==> src/rtl/seq_shifter.sv <==
// seq_shifter: multi-cycle SLL/SRL/SRA/(ROR) unit, up to STEP bits per clock.
// Ports: clk, rst (sync, active-high), start/op/shamt/X in; ready/done/result out.
// Optional rotate-right support for op=11 is enabled by defining SEQ_SHIFTER_ROR_EN.
module seq_shifter #(
  parameter int WIDTH = 32,
  parameter int STEP  = 4
) (
  input  logic                     clk,
  input  logic                     rst,
  input  logic                     start,
  input  logic [1:0]               op,
  input  logic [$clog2(WIDTH)-1:0] shamt,
  input  logic [WIDTH-1:0]         X,
  output logic                     ready,
  output logic                     done,
  output logic [WIDTH-1:0]         result
);

  localparam int SHW = $clog2(WIDTH);
  // One extra bit so STEP==WIDTH and WIDTH itself are representable.
  localparam logic [SHW:0]       STEP_W  = (SHW+1)'(STEP);
  localparam logic [SHW:0]       WIDTH_W = (SHW+1)'(WIDTH);
  localparam logic [WIDTH-1:0]   ONES    = '1;

  typedef enum logic [1:0] {
    S_IDLE,
    S_SHIFT,
    S_DONE
  } state_e;

  state_e           state_q, state_d;
  logic [WIDTH-1:0] work_q, work_d;
  logic [WIDTH-1:0] result_q, result_d;
  logic [SHW-1:0]   rem_q, rem_d;
  logic [1:0]       op_q, op_d;
  logic             sign_q, sign_d;
  logic             done_q, done_d;

  logic [SHW:0]     rem_w;
  logic [SHW:0]     s;
  logic [WIDTH-1:0] shifted;
  logic             illegal;

  assign rem_w = {1'b0, rem_q};
  assign s     = (rem_w > STEP_W) ? STEP_W : rem_w;

`ifdef SEQ_SHIFTER_ROR_EN
  assign illegal = 1'b0;
`else
  // Without rotate support op=11 degenerates to a zero-length shift.
  assign illegal = (op == 2'b11);
`endif

  always_comb begin
    shifted = work_q;
    case (op_q)
      2'b00: shifted = work_q << s;
      2'b01: shifted = work_q >> s;
      // Fill uses the sign captured at accept, not the evolving work reg.
      2'b10: shifted = (work_q >> s) | (sign_q ? ~(ONES >> s) : '0);
`ifdef SEQ_SHIFTER_ROR_EN
      2'b11: shifted = (work_q >> s) | (work_q << (WIDTH_W - s));
`endif
      default: shifted = work_q;
    endcase
  end

  always_comb begin
    state_d  = state_q;
    work_d   = work_q;
    result_d = result_q;
    rem_d    = rem_q;
    op_d     = op_q;
    sign_d   = sign_q;
    done_d   = 1'b0;
    case (state_q)
      S_IDLE: begin
        if (start) begin
          work_d = X;
          op_d   = op;
          rem_d  = shamt;
          sign_d = X[WIDTH-1];
          if (shamt == '0 || illegal) begin
            state_d  = S_DONE;
            done_d   = 1'b1;
            result_d = X;
          end else begin
            state_d = S_SHIFT;
          end
        end
      end
      S_SHIFT: begin
        work_d = shifted;
        rem_d  = SHW'(rem_w - s);
        if (rem_w <= STEP_W) begin
          state_d  = S_DONE;
          done_d   = 1'b1;
          result_d = shifted;
        end
      end
      S_DONE:  state_d = S_IDLE;
      default: state_d = S_IDLE;
    endcase
  end

  always_ff @(posedge clk) begin
    if (rst) begin
      state_q  <= S_IDLE;
      work_q   <= '0;
      result_q <= '0;
      rem_q    <= '0;
      op_q     <= '0;
      sign_q   <= 1'b0;
      done_q   <= 1'b0;
    end else begin
      state_q  <= state_d;
      work_q   <= work_d;
      result_q <= result_d;
      rem_q    <= rem_d;
      op_q     <= op_d;
      sign_q   <= sign_d;
      done_q   <= done_d;
    end
  end

  assign ready  = (state_q == S_IDLE);
  assign done   = done_q;
  assign result = result_q;

endmodule

==> config.mk <==
export PLATFORM = sky130hd
export DESIGN_NAME = seq_shifter
export DESIGN_NICKNAME = d
export VERILOG_FILES = /design/src/rtl/seq_shifter.sv
export SDC_FILE = /design/constraint.sdc
export NUM_CORES = 1
export LEC_CHECK = 0
export ABC_AREA = 1
export CAP_MARGIN = 20
export CORE_MARGIN = 4
export CORE_UTILIZATION = 30
export DETAILED_ROUTE_END_ITERATION = 10
export HOLD_SLACK_MARGIN = 0.02
export SYNTH_ARGS = -nofsm -noshare
export SYNTH_HDL_FRONTEND = slang
export SYNTH_SLANG_ARGS = --single-unit
==> constraint.sdc <==
create_clock -name clk -period 2.3 [get_ports clk]
set_input_delay 0.575 -clock clk [delete_from_list [all_inputs] [get_ports clk]]
set_output_delay 0.575 -clock clk [all_outputs]
set_load 0.02 [all_outputs]
==> Word level (Yosys, flattened, before mapping) <==
Index checks and enable logic that the tools add are counted.
{ "totals": {"regBits": 75, "wordCells": 50, "out_inout_bits": 34} }
{ "classes": {"eq_ne": 7, "n_shift": 3, "reduce_logical": 9, "bitwise_logic": 2, "addsub": 1, "order_cmp": 2, "n_mux": 19} }
{ "ops": {"columns": ["op", "n"], "rows": [
  ["two-way mux 32 bit", 5],
  ["one-hot mux 32 bit (2 select lines)", 2],
  ["one-hot mux 32 bit (3 select lines)", 1],
  ["inverter 32 bit", 1],
  ["OR 32 bit", 1],
  ["left shift 32 x 5 -> 32 bit", 1],
  [">> shifter 32 x 5 -> 32 bit", 1],
  [">> shifter 32 x 5 -> 32 bit, first input constant", 1],
  ["two-way mux 5 bit", 2],
  ["one-hot mux 5 bit (2 select lines)", 1],
  ["two-way mux 2 bit", 3],
  ["AND reduction 2 bit", 3],
  ["> comparator 5 x 3 -> 1 bit, second input constant", 1],
  ["less-or-equal comparator 5 x 3 -> 1 bit, second input constant", 1],
  ["zero test 5 bit", 1],
  ["subtractor 5 bit", 1],
  ["equality test 2 x 1 -> 1 bit, second input constant", 2],
  ["equality test 2 bit, second input constant", 2],
  ["zero test 2 bit", 2],
  ["inequality test 2 bit, second input constant", 2],
  ["one-hot mux 2 bit (2 select lines)", 1],
  ["AND reduction 4 bit", 1],
  ["two-way mux 1 bit", 3],
  ["inequality test 2 x 1 -> 1 bit, second input constant", 1],
  ["other kinds (3)", 3]
]} }

==> Longest topological paths before layout <==
{ "depth": {"ltp_word": 9, "mapped_depth": 14} }

==> Worst setup path after synthesis <==
Ideal clock, no wire load.
{ "synth_timing": {"path_type": "register to register", "from": "register state_q[0]", "to": "register result_q[10] (netlist: result[10])", "t_arrival_ns": 1.595, "stages_incl_launch_ff": 14, "path_slack_ns": 0.596, "setup_ns": 0.109, "cell_sequence": "dfxtp_1 nor2_2 nand2_2 inv_2 nor2_1 inv_2 nand2_1 inv_1 nand2_1 inv_2 buf_2 nand3_1 nand2_1 inv_1"} }
{ "synth_between": {"elab_chain_len": 3, "word_cells_on_any_way": 8, "classes_between": "eq/ne (4); mux (1); reduce/logical (3)"} }
{ "synth_rtl": {"columns": ["element", "line", "rtl"], "rows": [
  ["start: declaration", "31", "state_e state_q, state_d;"],
  ["start signal: assignment", "116", "state_q <= state_d;"],
  ["zero test 2 bit (*)", null, null],
  ["via ready", "14", "output logic ready,"],
  ["inequality test 2 x 1 -> 1 bit (no line) (tied with other cells)", null, null],
  ["AND reduction 4 bit (no line)", null, null],
  ["end signal: assignment", "118", "result_q <= result_d;"],
  ["end: declaration", "33", "logic [WIDTH-1:0] result_q, result_d;"]
]} }
Mark *: on every way through the listed nets, which the timed path passes. The rest lies on a longest branch.
A chain may end at the register's enable or synchronous reset.

==> Worst setup path after layout <==
{ "layout_timing": {"from": "register rem_q[3]", "to": "register result_q[9] (netlist: result[9])"} }
{ "layout_between": {"elab_chain_len": 9, "word_cells_on_any_way": 14, "classes_between": "order compare (2); eq/ne (1); shift (3); mux (5); bitwise (2); reduce/logical (1)"} }
{ "layout_rtl": {"columns": ["element", "line", "rtl"], "rows": [
  ["start: declaration", "34", "logic [SHW-1:0] rem_q, rem_d;"],
  ["start signal: assignment", "119", "rem_q <= rem_d;"],
  ["> comparator 5 x 3 -> 1 bit", "45", "assign s = (rem_w > STEP_W) ? STEP_W : rem_w;"],
  ["two-way mux 5 bit", "45", null],
  [">> shifter 32 x 5 -> 32 bit", "60", "2'b10: shifted = (work_q >> s) | (sign_q ? ~(ONES >> s) : '0);"],
  ["inverter 32 bit", "60", null],
  ["two-way mux 32 bit", "60", null],
  ["OR 32 bit", "60", null],
  ["one-hot mux 32 bit (3 select lines)", "56", "case (op_q)"],
  ["two-way mux 32 bit", "95", "if (rem_w <= STEP_W) begin"],
  ["one-hot mux 32 bit (2 select lines)", "76", "case (state_q)"]
]} }
Parallel ways exist; a longest one is shown, timed or not. The select of a mux whose other input is x is not followed.

==> results.toml <==
[synthesis]
synth_seq_cells = 75
synth.largest_area_cell = "sky130_fd_sc_hd__dfxtp_1"
synthesis.area_sq_um = 5850
synth_seq_area_share_pct = 25.7
synthesis.nets = 1071
synthesis.instances = 1028
yosysTopAreaCellShare_pct = 25.7
yosys-top-cells-count = "262 x sky130_fd_sc_hd__nand2_1, 246 x sky130_fd_sc_hd__nand3_1, 100 x sky130_fd_sc_hd__inv_1, 99 x sky130_fd_sc_hd__a21oi_1, 75 x sky130_fd_sc_hd__dfxtp_1"
dominant_cells_by_area_after_synthesis = "sky130_fd_sc_hd__dfxtp_1 26%, sky130_fd_sc_hd__nand3_1 21%, sky130_fd_sc_hd__nand2_1 17%"
yosysWarnings = 0
synth_area_per_cell_sq_um = 5.69
library_cell_with_the_highest_instance_count_after_synthesis = "sky130_fd_sc_hd__nand2_1"
synthDistinctLibCells = 31
synth-edff-count = 0
ys_dominant_reg_cell = "sky130_fd_sc_hd__dfxtp_1"
async_flop_share_pct = 0

[place]
port_buffers = 75
post-place-cells = 1332
dpl.hpwl_um = 15000
gpl.final_weighted_congestion = 0.949

[clock_tree]
ctsLongestPathBuffers = 2
clk-insertion-delay-late_ns = 0.35
cts_num_sinks = 75
post_cts_hold_buffer_count = 0
cts_root_buffer = "sky130_fd_sc_hd__clkbuf_16"
clkSlewWorstSetupHoldPaths_ns = 0.06
cts_tree = "yes"
cts.repair.resized = 0
tritoncts.num_buffers = 9
htree_num_levels = 3

[worst_setup_path]
crit_chain = "nor2_8 > buf_4 > nand4_1 > nand3_1 > nand2_1 > a21oi_1 > nand3_1 > nand2_1 > nand3_1 > nand2_1 > inv_1"
timing.critical_path.from = "rem_q[3]"
worst-r2r-cell-count = 11
class_of_the_most_critical_setup_path = "reg -> reg"
end_kind = "flop"
critical_path.startpoint_type = "flop"
reg2reg_from = "rem_q[3]"
rrSetupSlack_ns = 0.13
worst_ep_required_time_ns = 2.54
crit_end = "result[9]"
regToRegEndpoint = "result[9]"
cp_data_arrival_time_ns = 2.41
critPathSlowestCell = "sky130_fd_sc_hd__dfxtp_1"
critPathMaxFanout = 18
critical_path.max_stage_delay_ns = 0.38

[floorplan]
die_height_um = 148
die_w_um = 148
fp.dieArea_sq_um = 21800
initial_core_util_pct = 30.9
design.portCount = 76
fp.coreArea_sq_um = 19000
placement_rows = 50

[pwr]
p_int_mw = 3.40
switching_share_pct = 41.0
p_clk_share_pct = 26.8
vdd.ir_drop.worst_uv = 328
sequentialPowerShare_pct = 27.5
power_per_cell_area_nw_per_um2 = 790
power.combinational.fraction_pct = 45.7
p_sw_mw = 2.37
p_leak_nw = 3.51

[worst_hold_path]
hold_path_class = "reg -> reg"
hold_path.startpoint = "sign_q"

[drt]
totalWireLength_um = 20700
drt_pre_antenna_iters = 5
dr_vias = 7073
wire_per_inst_um = 15.3
antenna_left = 0
iteration_0_drc_count_of_the_detailed_router = 785
drt-vias-per-instance = 5.23
drc = 0

[global_route]
grt_antenna_before_repair = 0
grt_first_pass_wirelength_um = 33000
grt_start_max_net_pins = 53
total_global_routing_track_utilization_pct = 18.4
remaining_overflow_grt = 0
via_count_of_the_first_global_routing_pass = 6514

[timing]
final_max_slew_viol_count = 0
max-slew-margin-rel_pct = 57.1
number_of_failing_setup_endpoints_in_the_final_timing_report = 0
worst_clock_skew_ns = 0.00862
final_cycle_utilization_of_the_critical_path_pct = 94.2
worst_pin_slew_ns = 0.643
holdWs_ns = 0.500
max_freq_mhz = 462
timing_hold_violations_final = 0
finalSetupTns_ns = 0
layout_min_cycle_time_ns = 2.17

[final_layout]
area.growth.synth_to_final_pct = 24.8
drive_gt1_share_pct = 7.42
number_of_nets_in_the_layout = 1130
fin_cells = 1352
fillers = 2095
diodes = 0

[status]
status = "complete, no violations"

[flow_run]
max_cap_viol_count = 0
-- cell usage in the layout (no fill, tap or decap), drive strengths merged --
master         instances
a311oi                 1
o211ai                 3
a22oi                  1
or2                    4
nand3                249
nand2                265
ha                     1
nand4                 34
bufinv                 2
conb                   1
o21ai                 36
a211oi                 1
a21oi                 99
clkbuf                12
xor2                   1
buf                   41
nor2                  77
clkinv                 2
inv                  108
clkdlybuf4s50         74
o2bb2ai                1
o31ai                  2
a31oi                  2
dfxtp                 75
-- sequential cells by signal, summed over array words and instances (netlist names) --
signal	flops
done	1
op_q	2
rem_q	5
result	32
sign_q	1
state_q	2
work_q	32
-- cell type report --
class                      count  area [sq um]  area share, %
multi-input combinational    778          3630           49.7
sequential                    75          1500           20.6
timing repair buffer         115          1120           15.4
inverter                     108           405           5.55
tap                          260           325           4.46
clock buffer                  12           246           3.38
clock inverter                 4          73.8           1.01
-- critical path, delay by kind of cell, from the launching register on --
kind	cells	cell delay (ns)
flops	1	0.38
compound gates	1	0.14
buf+inv	2	0.30
simple gates	8	1.24
-- power groups by stage --
stage               registers [mW]  logic [mW]  clock network, mW
detailed placement            1.61        2.59                  0
floorplan                     1.69        1.65                  0
global placement              1.61        2.58                  0
finish                        1.59        2.64               1.55
global route                  1.61        2.91               1.62
CTS                           1.58        2.59               1.57
-- per-layer routing --
| metal | vias to the layer above | global-route usage (%) | part of all wire [%] |
|---|---|---|---|
| li1 | 3539 | - | - |
| met1 | 3233 | 26.1 | 46 |
| met2 | 272 | 28.3 | 44 |
| met3 | 29 | 3.40 | 8.0 |
| met4 | 0 | 5.92 | 2.0 |
| met5 | - | 0 | 0 |
-- cells by family (layout without fill, tap and decap cells) --
kind of cell / count (synthesis) / count (layout) / share of synthesized area (%)
AOI/OAI and AO/OA: 146 / 146 / 13.0
xor gates and xnor gates: 1 / 1 / 0.150
adders and majority gates: 1 / 1 / 0.214
buffers and inverters: 176 / 239 / 12.6
DFF: 75 / 75 / 25.7
other: 1 / 1 / 0.0641
and+or+nand+nor: 628 / 629 / 48.4
-- through the flow --
step	power, mW	area, sq um	setup slack [ns]	utilization, %
after floorplan	3.33	5850	0.596	-
after global placement	4.19	6950	0.0327	36.7
after detailed placement	4.19	6950	-0.00210	36.7
after CTS	5.75	7270	0.113	38.3
after global routing	6.14	7300	-0.00175	38.5
final	5.77	7300	0.133	38.5
-- worst min-delay path by stage --
stage | end | slack, ns | cells after the start
after detailed placement | sign_q | 0.49 | 2
after floorplan | sign_q | 0.45 | 2
after global routing | sign_q | 0.54 | 2
after global placement | sign_q | 0.48 | 2
final | sign_q | 0.50 | 2
after CTS | sign_q | 0.50 | 2
-- repair_timing --
item	in CTS	in global routing
setup buffers	0	3
hold endpoints to repair	0	0
endpoints found under the setup margin	0	16
No activity file was read; power rests on OpenSTA's default activity.
